==> config.mk <==
export PLATFORM = sky130hd
export DESIGN_NAME = edge_frame_writer
export DESIGN_NICKNAME = d
export VERILOG_FILES = /design/src/rtl/edge_frame_writer.sv
export SDC_FILE = /design/constraint.sdc
export NUM_CORES = 1
export LEC_CHECK = 0
export ABC_CLOCK_PERIOD_IN_PS = 4950
export CAP_MARGIN = 5
export CORE_UTILIZATION = 63
export CTS_BUF_LIST = sky130_fd_sc_hd__clkbuf_4
export DETAILED_ROUTE_END_ITERATION = 6
export PLACE_DENSITY = 0.81
export SYNTH_ARGS = -nofsm -noshare
export SYNTH_HDL_FRONTEND = slang
export SYNTH_SLANG_ARGS = --single-unit
==> constraint.sdc <==
create_clock -name clk -period 4.95 [get_ports clk]
set_clock_uncertainty 0.2 [all_clocks]
set_input_delay 1.485 -clock clk [delete_from_list [all_inputs] [get_ports clk]]
set_output_delay 1.485 -clock clk [all_outputs]
set_load 0.02 [all_outputs]
==> src/rtl/edge_frame_writer.sv <==
// edge_frame_writer: border-masks and thresholds the 4-bit edge stream, packs four
// pixels per 16-bit word and queues {addr, data} words toward the frame buffer.
module edge_frame_writer #(
  parameter int IMG_W      = 640,
  parameter int IMG_H      = 480,
  parameter int THRESH     = 4,
  parameter int FIFO_DEPTH = 8,
  parameter int ADDR_W     = $clog2(IMG_W*IMG_H/4)
) (
  input  logic              clk,
  input  logic              rst,
  input  logic [3:0]        pixel_in,
  input  logic              in_ready,
  output logic              wr_valid,
  output logic [ADDR_W-1:0] wr_addr,
  output logic [15:0]       wr_data,
  input  logic              wr_ready,
  output logic              frame_done,
  output logic              overflow
);
  localparam int XW = $clog2(IMG_W);
  localparam int YW = $clog2(IMG_H);
  localparam int PW = $clog2(FIFO_DEPTH);
  localparam int EW = ADDR_W + 16;
  localparam logic [XW-1:0] X_LAST = XW'(IMG_W - 1);
  localparam logic [YW-1:0] Y_LAST = YW'(IMG_H - 1);
  localparam logic [PW:0]   CNT_FULL = (PW+1)'(FIFO_DEPTH);

  function automatic logic [3:0] mask_thresh(input logic [3:0] pix, input logic border);
    if (border) return 4'd0;
    return (pix >= 4'(THRESH)) ? pix : 4'd0;
  endfunction

  logic [XW-1:0]     x_p0;
  logic [YW-1:0]     y_p0;
  logic [11:0]       pack_p0;
  logic [ADDR_W-1:0] word_p0;
  logic              push_p1;
  logic [EW-1:0]     entry_p1;

  logic [3:0] kept;
  logic       last_x;
  logic       last_px;
  logic       word_end;

  assign kept     = mask_thresh(pixel_in, (x_p0 < XW'(4)) || (y_p0 < YW'(4)));
  assign last_x   = (x_p0 == X_LAST);
  assign last_px  = last_x && (y_p0 == Y_LAST);
  assign word_end = (x_p0[1:0] == 2'd3);

  // stage p0: raster position, mask/threshold and packing of accepted pixels
  always_ff @(posedge clk or posedge rst) begin
    if (rst) begin
      x_p0       <= '0;
      y_p0       <= '0;
      pack_p0    <= '0;
      word_p0    <= '0;
      push_p1    <= 1'b0;
      frame_done <= 1'b0;
    end else begin
      push_p1    <= 1'b0;
      frame_done <= 1'b0;
      if (in_ready) begin
        x_p0       <= last_x ? '0 : x_p0 + 1'b1;
        frame_done <= last_px;
        if (last_x) y_p0 <= last_px ? '0 : y_p0 + 1'b1;
        case (x_p0[1:0])
          2'd0: pack_p0[3:0]  <= kept;
          2'd1: pack_p0[7:4]  <= kept;
          2'd2: pack_p0[11:8] <= kept;
          default: begin
            push_p1 <= 1'b1;
            // the word counter advances even if the FIFO later drops this word
            word_p0 <= last_px ? '0 : word_p0 + 1'b1;
          end
        endcase
      end
    end
  end

  always_ff @(posedge clk) begin
    if (in_ready && word_end) entry_p1 <= {word_p0, kept, pack_p0};
  end

  // stage p1: show-ahead word FIFO toward the frame buffer
  logic [EW-1:0] mem [FIFO_DEPTH];
  logic [PW-1:0] wptr;
  logic [PW-1:0] rptr;
  logic [PW:0]   count;
  logic          full;
  logic          pop;
  logic          do_push;

  assign wr_valid = (count != '0);
  assign full     = (count == CNT_FULL);
  assign pop      = wr_valid && wr_ready;
  assign do_push  = push_p1 && (!full || pop);
  assign {wr_addr, wr_data} = wr_valid ? mem[rptr] : '0;

  always_ff @(posedge clk or posedge rst) begin
    if (rst) begin
      wptr     <= '0;
      rptr     <= '0;
      count    <= '0;
      overflow <= 1'b0;
    end else begin
      if (do_push) wptr <= wptr + 1'b1;
      if (pop)     rptr <= rptr + 1'b1;
      if (do_push && !pop)      count <= count + 1'b1;
      else if (pop && !do_push) count <= count - 1'b1;
      if (push_p1 && !do_push) overflow <= 1'b1;
    end
  end

  always_ff @(posedge clk) begin
    if (do_push) mem[wptr] <= entry_p1;
  end

endmodule

==> flow_results.xml <==
<?xml version="1.0" encoding="UTF-8"?>
<metrics>
  <group name="run_status">
    <metric name="outcome" unit="">complete, no violations</metric>
  </group>
  <group name="synthesis">
    <metric name="netlist-cell-type-count" unit="">44</metric>
    <metric name="post_synth_fa_ha_maj_area_fraction" unit="%">1.206</metric>
    <metric name="synth-edff-count" unit="">297</metric>
    <metric name="net_count_synth" unit="">789</metric>
    <metric name="post_synth_xor_area_fraction" unit="%">1.490</metric>
    <metric name="synth-compound-area-share" unit="%">1.694</metric>
    <metric name="ys_seq_elements" unit="">358</metric>
    <metric name="syn-mean-instance-area" unit="sq um">18.37</metric>
    <metric name="synth-async-reset-ratio" unit="%">17.04</metric>
    <metric name="yosys_most_used_dff" unit="">sky130_fd_sc_hd__edfxtp_1</metric>
    <metric name="synthesis.instances" unit="">768</metric>
    <metric name="synthSimpleGateAreaFrac" unit="%">6.227</metric>
    <metric name="synth_area" unit="sq um">14100</metric>
    <metric name="synth_top_family_by_area" unit="">multiplexers</metric>
    <metric name="synth_mux_area_share" unit="%">13.80</metric>
    <metric name="ys_seq_area_share" unit="%">74.05</metric>
    <metric name="synth-warning-count" unit="">0</metric>
  </group>
  <group name="worst_hold_path">
    <metric name="min_path_type" unit="">reg -&gt; reg</metric>
    <metric name="worstHoldStart" unit="">pack_p0[10]</metric>
  </group>
  <group name="sta">
    <metric name="tns" unit="ns">0</metric>
    <metric name="worst_slew_pin_slew" unit="ns">0.8409</metric>
    <metric name="timing.final.max_slew_violations" unit="">0</metric>
    <metric name="worst_slew_margin_relative_to_its_limit" unit="%">43.86</metric>
    <metric name="hold_viol_final" unit="">0</metric>
    <metric name="timing.final.ws_setup" unit="ns">0.2806</metric>
    <metric name="final_setup_violation_count" unit="">0</metric>
    <metric name="timing.final.crit_share" unit="%">94.33</metric>
    <metric name="achievable-frequency" unit="GHz">0.2142</metric>
    <metric name="rsz0062_at_grt" unit="">false</metric>
    <metric name="min_period" unit="ns">4.669</metric>
  </group>
  <group name="place">
    <metric name="dpl_cell_area" unit="sq um">15030</metric>
    <metric name="dp_slack" unit="ns">0.4074</metric>
    <metric name="dpl.hpwl" unit="mm">15.95</metric>
    <metric name="gp_congestion" unit="">0.7987</metric>
    <metric name="io_buffer_count" unit="">43</metric>
  </group>
  <group name="layout">
    <metric name="drive_above_1_share" unit="%">27.71</metric>
    <metric name="area_of_the_multi_input_gates" unit="sq um">3500</metric>
    <metric name="fillerInstances" unit="">1273</metric>
    <metric name="post-route-cell-area" unit="sq um">16270</metric>
    <metric name="final-seq-area" unit="sq um">10450</metric>
    <metric name="final_common_cell" unit="">sky130_fd_sc_hd__edfxtp_1</metric>
    <metric name="nets" unit="">918</metric>
    <metric name="synthesis_to_finish_area_growth" unit="%">15.32</metric>
    <metric name="mostFrequentLayoutCells" unit="">297 x sky130_fd_sc_hd__edfxtp_1, 136 x sky130_fd_sc_hd__clkbuf_4, 66 x sky130_fd_sc_hd__mux4_2</metric>
    <metric name="postLayoutCoreUtil" unit="%">74.30</metric>
  </group>
  <group name="die">
    <metric name="chipWidth" unit="microns">151.6</metric>
    <metric name="die_area" unit="sq um">22990</metric>
    <metric name="std_cell_rows" unit="">54</metric>
    <metric name="die_ht" unit="microns">151.6</metric>
    <metric name="start_util" unit="%">64.43</metric>
    <metric name="floorplan.io_pins" unit="">44</metric>
    <metric name="core_outline_area" unit="sq um">21890</metric>
  </group>
  <group name="setup_path">
    <metric name="endpoint" unit="">wr_addr[1]</metric>
    <metric name="arrival_worst_endpoint" unit="ns">2.98</metric>
    <metric name="worstSetupStartpointType" unit="">register</metric>
    <metric name="critical_path.endpoint_type" unit="">output port</metric>
    <metric name="path_class" unit="">reg -&gt; out</metric>
    <metric name="r2r-start" unit="">count[0]</metric>
    <metric name="regToRegEndpoint" unit="">count[3]</metric>
    <metric name="setup.reg_to_reg.worst_slack" unit="ns">1.29</metric>
    <metric name="crit_required" unit="ns">3.26</metric>
    <metric name="critical_path_peak_fanout" unit="">28</metric>
    <metric name="timing.critical_path.from" unit="">rptr[1]</metric>
    <metric name="reg2reg_depth" unit="">12</metric>
  </group>
  <group name="cts">
    <metric name="cts.repair.resized" unit="">0</metric>
    <metric name="clk_latency" unit="ns">0.70</metric>
    <metric name="cts_root_buffer" unit="">sky130_fd_sc_hd__clkbuf_4</metric>
    <metric name="cts-root-to-sink-buffers" unit="">3</metric>
    <metric name="tritoncts.num_buffers" unit="">85</metric>
    <metric name="tritoncts" unit="">done</metric>
    <metric name="postCtsHoldBufs" unit="">0</metric>
    <metric name="clk_transition_reported_paths" unit="ns">0.07</metric>
    <metric name="clock-sinks" unit="">358</metric>
    <metric name="cts_htree_levels" unit="">3</metric>
  </group>
  <group name="route">
    <metric name="wire_length_per_cell_after_detailed_routing" unit="microns">22.63</metric>
    <metric name="drcViolationCount" unit="">0</metric>
    <metric name="drt_wl_total" unit="mm">28.24</metric>
    <metric name="drt_first_pass_iters" unit="">4</metric>
    <metric name="drt_iter0_drc" unit="">724</metric>
    <metric name="avgViaCountPerCell" unit="">6.080</metric>
    <metric name="routed-via-count" unit="">7588</metric>
    <metric name="antenna_left" unit="">0</metric>
  </group>
  <group name="global_route">
    <metric name="global_route_usage_over_all_layers" unit="%">26.14</metric>
    <metric name="grt_first_pass_wirelength" unit="mm">43.42</metric>
    <metric name="grt_antenna_before_repair" unit="">1</metric>
    <metric name="first_global_vias" unit="">7954</metric>
    <metric name="overflow" unit="">0</metric>
    <metric name="largest_net_degree_at_the_start_of_global_routing" unit="">42</metric>
  </group>
  <group name="power">
    <metric name="power_switching_share" unit="%">30.20</metric>
    <metric name="power" unit="mW">8.943</metric>
    <metric name="p_sw" unit="mW">2.701</metric>
    <metric name="clockPowerShare" unit="%">27.6</metric>
    <metric name="irDropWorstVdd" unit="uV">338.4</metric>
    <metric name="cell_internal_pwr" unit="mW">6.242</metric>
    <metric name="power_density" unit="nW/um^2">549.8</metric>
    <metric name="pwr-share-comb" unit="%">29.4</metric>
    <metric name="power.share.sequential" unit="%">43.0</metric>
    <metric name="leakage" unit="nW">5.794</metric>
  </group>
  <group name="run">
    <metric name="max_cap_violations" unit="">0</metric>
  </group>
</metrics>
==> power by group through the flow <==
stage               clock [mW]  sequential (mW)  combinational [mW]
global route              2.67             3.88                2.83
floorplan                    0             3.74                1.77
finish                    2.47             3.85                2.63
CTS                       2.52             3.87                2.59
global placement             0             3.92                2.46
detailed placement           0             3.95                2.52
==> metrics by stage <==
stage | cells | hold slack, ns
floorplan | 768 | 0.2194
global placement | 1082 | 0.2296
detailed placement | 1082 | 0.2341
CTS | 1240 | 0.2466
global route | 1248 | 0.2597
finish | 1248 | 0.2457
==> cells by family after synthesis <==
family,after synthesis
buffers and inverters,46
muxes,111
xor gates and xnor gates,24
and+or+nand+nor,176
DFF,358
AOI/OAI and AO/OA,40
adders and majority gates,13
==> how the worst min path moves through the flow <==
stage	endpoint	slack, ns	cells past startpoint
finish	entry_p1[10]	0.25	0
global route	entry_p1[10]	0.26	0
CTS	entry_p1[10]	0.25	0
detailed placement	entry_p1[2]	0.23	0
global placement	entry_p1[10]	0.23	0
floorplan	entry_p1[10]	0.22	0
==> final cells by class <==
class / count / area share (%)
multi-input combinational: 364 / 21.52
clock buffer: 136 / 6.277
timing repair buffer: 73 / 4.615
antenna: 1 / 0.01538
inverter: 15 / 0.3462
clock inverter: 21 / 0.8231
sequential: 358 / 64.25
tap: 280 / 2.154
==> synthesized netlist by cell type (2+ instances only) <==
cell / count / area (sq um)
sky130_fd_sc_hd__edfxtp_1: 297 / 8919
sky130_fd_sc_hd__mux4_2: 66 / 1486
sky130_fd_sc_hd__nor2_1: 62 / 232.7
sky130_fd_sc_hd__dfrtp_1: 61 / 1526
sky130_fd_sc_hd__nand2_1: 40 / 150.1
sky130_fd_sc_hd__mux2i_1: 37 / 370.4
sky130_fd_sc_hd__xnor2_1: 20 / 175.2
sky130_fd_sc_hd__o21ai_0: 16 / 80.08
sky130_fd_sc_hd__inv_1: 15 / 56.30
sky130_fd_sc_hd__clkbuf_1: 13 / 48.80
sky130_fd_sc_hd__nand3_1: 13 / 65.06
sky130_fd_sc_hd__ha_1: 12 / 150.1
sky130_fd_sc_hd__nand4_1: 11 / 68.82
sky130_fd_sc_hd__a21oi_1: 10 / 50.05
sky130_fd_sc_hd__nor3_1: 10 / 50.05
sky130_fd_sc_hd__or3_1: 9 / 56.30
sky130_fd_sc_hd__mux2_2: 8 / 90.09
sky130_fd_sc_hd__buf_2: 7 / 35.03
sky130_fd_sc_hd__buf_4: 7 / 52.55
sky130_fd_sc_hd__o31ai_1: 6 / 45.04
sky130_fd_sc_hd__and3_1: 5 / 31.28
sky130_fd_sc_hd__nor4_1: 5 / 31.28
sky130_fd_sc_hd__nand2b_1: 4 / 25.02
sky130_fd_sc_hd__xor2_1: 4 / 35.03
sky130_fd_sc_hd__buf_1: 3 / 11.26
sky130_fd_sc_hd__a21o_1: 2 / 15.01
sky130_fd_sc_hd__a31oi_1: 2 / 12.51
sky130_fd_sc_hd__and2_1: 2 / 12.51
sky130_fd_sc_hd__and4_1: 2 / 17.52
sky130_fd_sc_hd__nor2_2: 2 / 12.51
sky130_fd_sc_hd__nor3b_2: 2 / 25.02
sky130_fd_sc_hd__o41ai_1: 2 / 17.52
sky130_fd_sc_hd__or4_1: 2 / 15.01
==> registers in the layout, indices dropped and copies added, names as in the netlist <==
| name | cells |
|---|---|
| word_p0 | 17 |
| frame_done | 1 |
| count | 4 |
| y_p0 | 9 |
| wptr | 3 |
| rptr | 3 |
| x_p0 | 10 |
| mem | 264 |
| entry_p1 | 33 |
| push_p1 | 1 |
| overflow | 1 |
| pack_p0 | 12 |
==> what timing repair did <==
action / 4_1_cts / 5_1_grt
pin swaps: 0 / 0
buffers inserted: 1 / 7
setup endpoints to repair: 2 / 1
==> worst max-delay path: stages (launching register included) <==
cell,delay [ns]
sky130_fd_sc_hd__dfrtp_2,0.78
sky130_fd_sc_hd__buf_12,0.29
sky130_fd_sc_hd__mux4_2,0.31
sky130_fd_sc_hd__mux2i_1,0.24
sky130_fd_sc_hd__nor2_1,0.10
sky130_fd_sc_hd__clkdlybuf4s50_1,0.57
==> routing by layer <==
metal | routed length (microns) | vias up | part of all wire [%] | GRT usage [%]
met3 | 2027 | 66 | 7.2 | 4.970
li1 | - | 3329 | - | -
met2 | 14030 | 323 | 50 | 41.71
met4 | 710 | 0 | 2.5 | 11.78
met1 | 11470 | 3870 | 41 | 35.57
met5 | 0 | - | 0 | 0
Power figures use the tool's default switching activity.
==> edit 1 (same flow settings) <==
`FIFO_DEPTH`: 8 -> 4.
--- a/src/rtl/edge_frame_writer.sv
+++ b/src/rtl/edge_frame_writer.sv
@@ -6,3 +6,3 @@
   parameter int THRESH     = 4,
-  parameter int FIFO_DEPTH = 8,
+  parameter int FIFO_DEPTH = 4,
   parameter int ADDR_W     = $clog2(IMG_W*IMG_H/4)
Function: no difference found for any inputs over 10 cycles, from zero or initial values and one cycle with rst high; that may be too few to reach the edited logic, so the function may still have changed.
==> edit 1 against the original RTL <==
Cell count decreased by 33%. Sequential cell count shrank 135. Sequential share of layout area is 1.8 points lower. Total power is 39% lower. Area after synthesis is 37% lower. Setup slack improved by 0.098 ns. Maximum frequency rose by 2.1%. Routed wire length down 44%. Critical endpoint unchanged. First-iteration DRC count is 57% lower. Cell area is 37% lower.
==> edit 1: results (changes against the original RTL) <==
ir_worst_vdd_uv: 245  # -28%
vias: 4869  # -36%
post_cts_buffers: 0  # -1
sh_seq_area_pct: 62.4  # -1.8 points
synthTopCellsByArea: "edfxtp_1 (56%), dfrtp_1 (16%), mux4_2 (8.3%)"
multi_input_gates: 271  # -26%
worst_slack_ns: 0.379  # +0.0980 ns
async_reset_ff_share_pct: 26.0  # +9.0 points
drt_iter0_drc: 314  # -57%
top_regs: "mem: 132 flops, entry_p1: 33 flops, word_p0: 17 flops"
inv_count: 16  # +1
hpwl_um: 9670  # -39%
antenna_found_initial: 0  # -1
synth-seq-area-share_pct: 71.8  # -2.3 points
dr.pass1.iters: 5  # +1
status: "finished clean"
antenna_cells: 0  # -1
synth_enable_flop_cells: 165  # -44%
finalNetCount: 636  # -31%
track_usage_pct: 23.5  # -2.7 points
reg2reg_depth: 6  # -6
via_per_inst: 5.82  # -4.2%
clkLatencyLatePin_ns: 0.62  # -0.08 ns
dp_cells: 742  # -31%
use_met2_pct: 38.4  # -3.3 points
synth_nets: 551  # -30%
grt_pass1_vias: 5086  # -36%
wl_met1_um: 6600  # -42%
==> edit 1: cell types whose count changed in the layout (fill, tap and decap cells not counted), moves of 7 or more <==
cell	unedited run	this run
edfxtp_1	297	165
clkbuf_4	136	78
and2_1	2	41
nor2_1	56	19
mux2i_1	37	2
mux4_2	66	33
nand2_1	40	22
buf_4	23	8
mux2_2	8	1
o21ai_0	16	9
==> edit 1: final timing paths <==
kind / start / end
setup / recovery: count[0]$_DFFE_PP0P_ / wr_addr[1]
hold / removal: pack_p0[2]$_DFFE_PP0P_ / entry_p1[2]$_DFFE_PP_
setup reg to reg: count[0]$_DFFE_PP0P_ / count[1]$_DFFE_PP0P_
hold reg to reg: pack_p0[2]$_DFFE_PP0P_ / entry_p1[2]$_DFFE_PP_
max in group asynchronous: rst / y_p0[1]$_DFFE_PP0P_
min in group asynchronous: rst / wptr[1]$_DFFE_PP0P_
==> edit 2 (same settings) <==
Without the edit above. Put one more register stage on the output `overflow`. The value now appears one clock later. The other outputs are not delayed to match.
--- a/src/rtl/edge_frame_writer.sv
+++ b/src/rtl/edge_frame_writer.sv
@@ -27,2 +27,4 @@
   localparam logic [PW:0]   CNT_FULL = (PW+1)'(FIFO_DEPTH);
+
+  logic overflow_s0;
 
@@ -104,3 +106,3 @@
       count    <= '0;
-      overflow <= 1'b0;
+      overflow_s0 <= 1'b0;
     end else begin
@@ -110,3 +112,3 @@
       else if (pop && !do_push) count <= count - 1'b1;
-      if (push_p1 && !do_push) overflow <= 1'b1;
+      if (push_p1 && !do_push) overflow_s0 <= 1'b1;
     end
@@ -118,2 +120,6 @@
 
+  always_ff @(posedge clk) begin
+    overflow <= overflow_s0;
+  end
+
 endmodule
Function: same outputs for any inputs over 10 cycles, from zero or initial values and one cycle with rst high; that may be too few to reach the edited logic, so the function may still have changed.
==> edit 2 against the original RTL <==
Area after synthesis grew 0.14%. Setup slack got worse by 0.070 ns. Sequential cell count is 1 higher. Total power shrank 0.68%. Core utilization down 0.49 points. Sequential share of layout area increased by 0.56 points. Largest cell class unchanged. Highest routed layer unchanged. First-iteration DRC count fell by 19%. Routed wire length decreased by 0.92%. Count of clock-buffer cells in the layout decreased by 12. Cell area shrank 0.65%. Critical path depth is the same.
==> edit 2: results (changes against the original RTL) <==
r2r_slack_ns: 1.16  # -0.13 ns
async_reset_ff_share_pct: 17.0  # -0.047 points
drt_iter0_drc: 584  # -19%
grt_max_degree: 41  # -2.4%
slew_headroom_pct: 42.8  # -1.1 points
synth_xor_area_share_pct: 1.49  # -0.0021 points
use_met2_pct: 41.6  # -0.076 points
use_met3_pct: 5.36  # +0.39 points
p_leak_nw: 5.72  # -1.2%
cp-startpoint: "rptr[0]$_DFFE_PP0P_"
cp_slowest_stage_delay_ns: 0.68  # -0.10 ns
wl_um: 28000  # -0.92%
synthMuxAreaShare_pct: 13.8  # -0.020 points
track_usage_pct: 26.0  # -0.19 points
synth_compound_area_share_pct: 1.69  # -0.0024 points
status: "finished clean"
gp_congestion: 0.764  # -4.3%
synth_fa_ha_area_share_pct: 1.20  # -0.0017 points
hpwl_um: 15800  # -0.94%
synthTopCellsByArea: "edfxtp_1 (63%), dfrtp_1 (11%), mux4_2 (11%)"
grt_pass1_vias: 7985  # +0.39%
cp.arrival_ns: 3.05  # +0.07 ns
dr.pass1.iters: 5  # +1
synth-seq-area-share_pct: 74.1  # about the same
place_ws_ns: 0.346  # -0.0617 ns
drive_gt1_share_pct: 26.1  # -1.6 points
synth_nets: 790  # +0.13%
clkLatencyLatePin_ns: 0.72  # +0.02 ns
timing.final.crit_share_pct: 95.7  # +1.4 points
ir_worst_vdd_uv: 425  # +26%
cpMaxStageDelayCell: "dfrtp_4"
synth_cell_types: 45  # +2.3%
## edit 2: cell types whose count changed in the layout (fill, tap and decap cells not counted)
cell,unedited run,this run
clkbuf_4,136,124
buf_12,6,2
buf_6,0,1
dfrtp_4,1,2
clkinv_1,15,24
clkinv_4,0,1
dfrtp_2,2,1
bufinv_16,2,3
clkinv_2,2,4
dfxtp_1,0,1
buf_4,23,16
## edit 2: per-layer routing
layer	share of wire, %	wire length (um)
met5	0	0
met4	2.4	661
met3	7.3	2040
met2	51	14200
met1	39	11000
## edit 2: kinds of logic (layout without fill, tap and decap cells)
| kind of cell | after synthesis | in the layout |
|---|---|---|
| AO/OA/AOI/OAI | 40 | 40 |
| XOR/XNOR | 24 | 24 |
| adder cells (fa/ha/maj) | 13 | 13 |
| buffers and inverters | 46 | 236 |
| flip-flops | 359 | 359 |
| multiplexers | 111 | 111 |
| other | 0 | 1 |
| AND/OR/NAND/NOR | 176 | 176 |
## edit 2: worst register-to-register path, cell delays in order (launching register included)
cell	delay, ns
dfrtp_1	0.44
or3_1	0.45
nor2_2	0.10
buf_4	0.42
inv_1	0.16
nand2_1	0.19
ha_1	0.22
inv_1	0.12
ha_1	0.29
a21o_1	0.20
a2111oi_0	0.48
a31oi_1	0.08
a221o_1	0.32
## edit 2: how the worst min path moves through the flow
stage	end	slack [ns]	depth (start not counted)
after global placement	overflow$_DFF_P_	0.16	0
after floorplan	overflow$_DFF_P_	0.15	0
after CTS	overflow$_DFF_P_	0.19	0
after detailed placement	overflow$_DFF_P_	0.18	0
after global routing	overflow$_DFF_P_	0.19	0
final	overflow$_DFF_P_	0.19	0
## edit 2: per-stage QoR
stage                     power, mW  instances  hold slack [ns]
after floorplan                5.52        769            0.149
after global placement         6.35       1080            0.161
after detailed placement       6.46       1080            0.175
after CTS                      8.96       1239            0.189
after global routing           9.29       1240            0.194
final                          8.88       1240            0.187
## edit 2: power by group through the flow
stage	Clock (mW)	Combinational [mW]	Sequential (mW)
after floorplan	0	1.77	3.75
after global placement	0	2.42	3.93
after detailed placement	0	2.49	3.97
after CTS	2.50	2.58	3.89
after global routing	2.65	2.72	3.92
final	2.45	2.54	3.89
## edit 2: repair_timing
item | in CTS | in global routing
pin swaps | 0 | 0
gates resized for setup | 0 | 2
setup buffers | 1 | 0
endpoints found under the setup margin | 12 | 3
## edit 2: layout make-up
class	count	area (sq um)
flip-flops and latches	359	10500
fillers	1282	5730
multi-input cells	364	3500
clock buffers	124	931
repair buffers	63	629
well taps	280	350
clock inverters	34	216
inverters	15	56.3
diodes	1	2.50
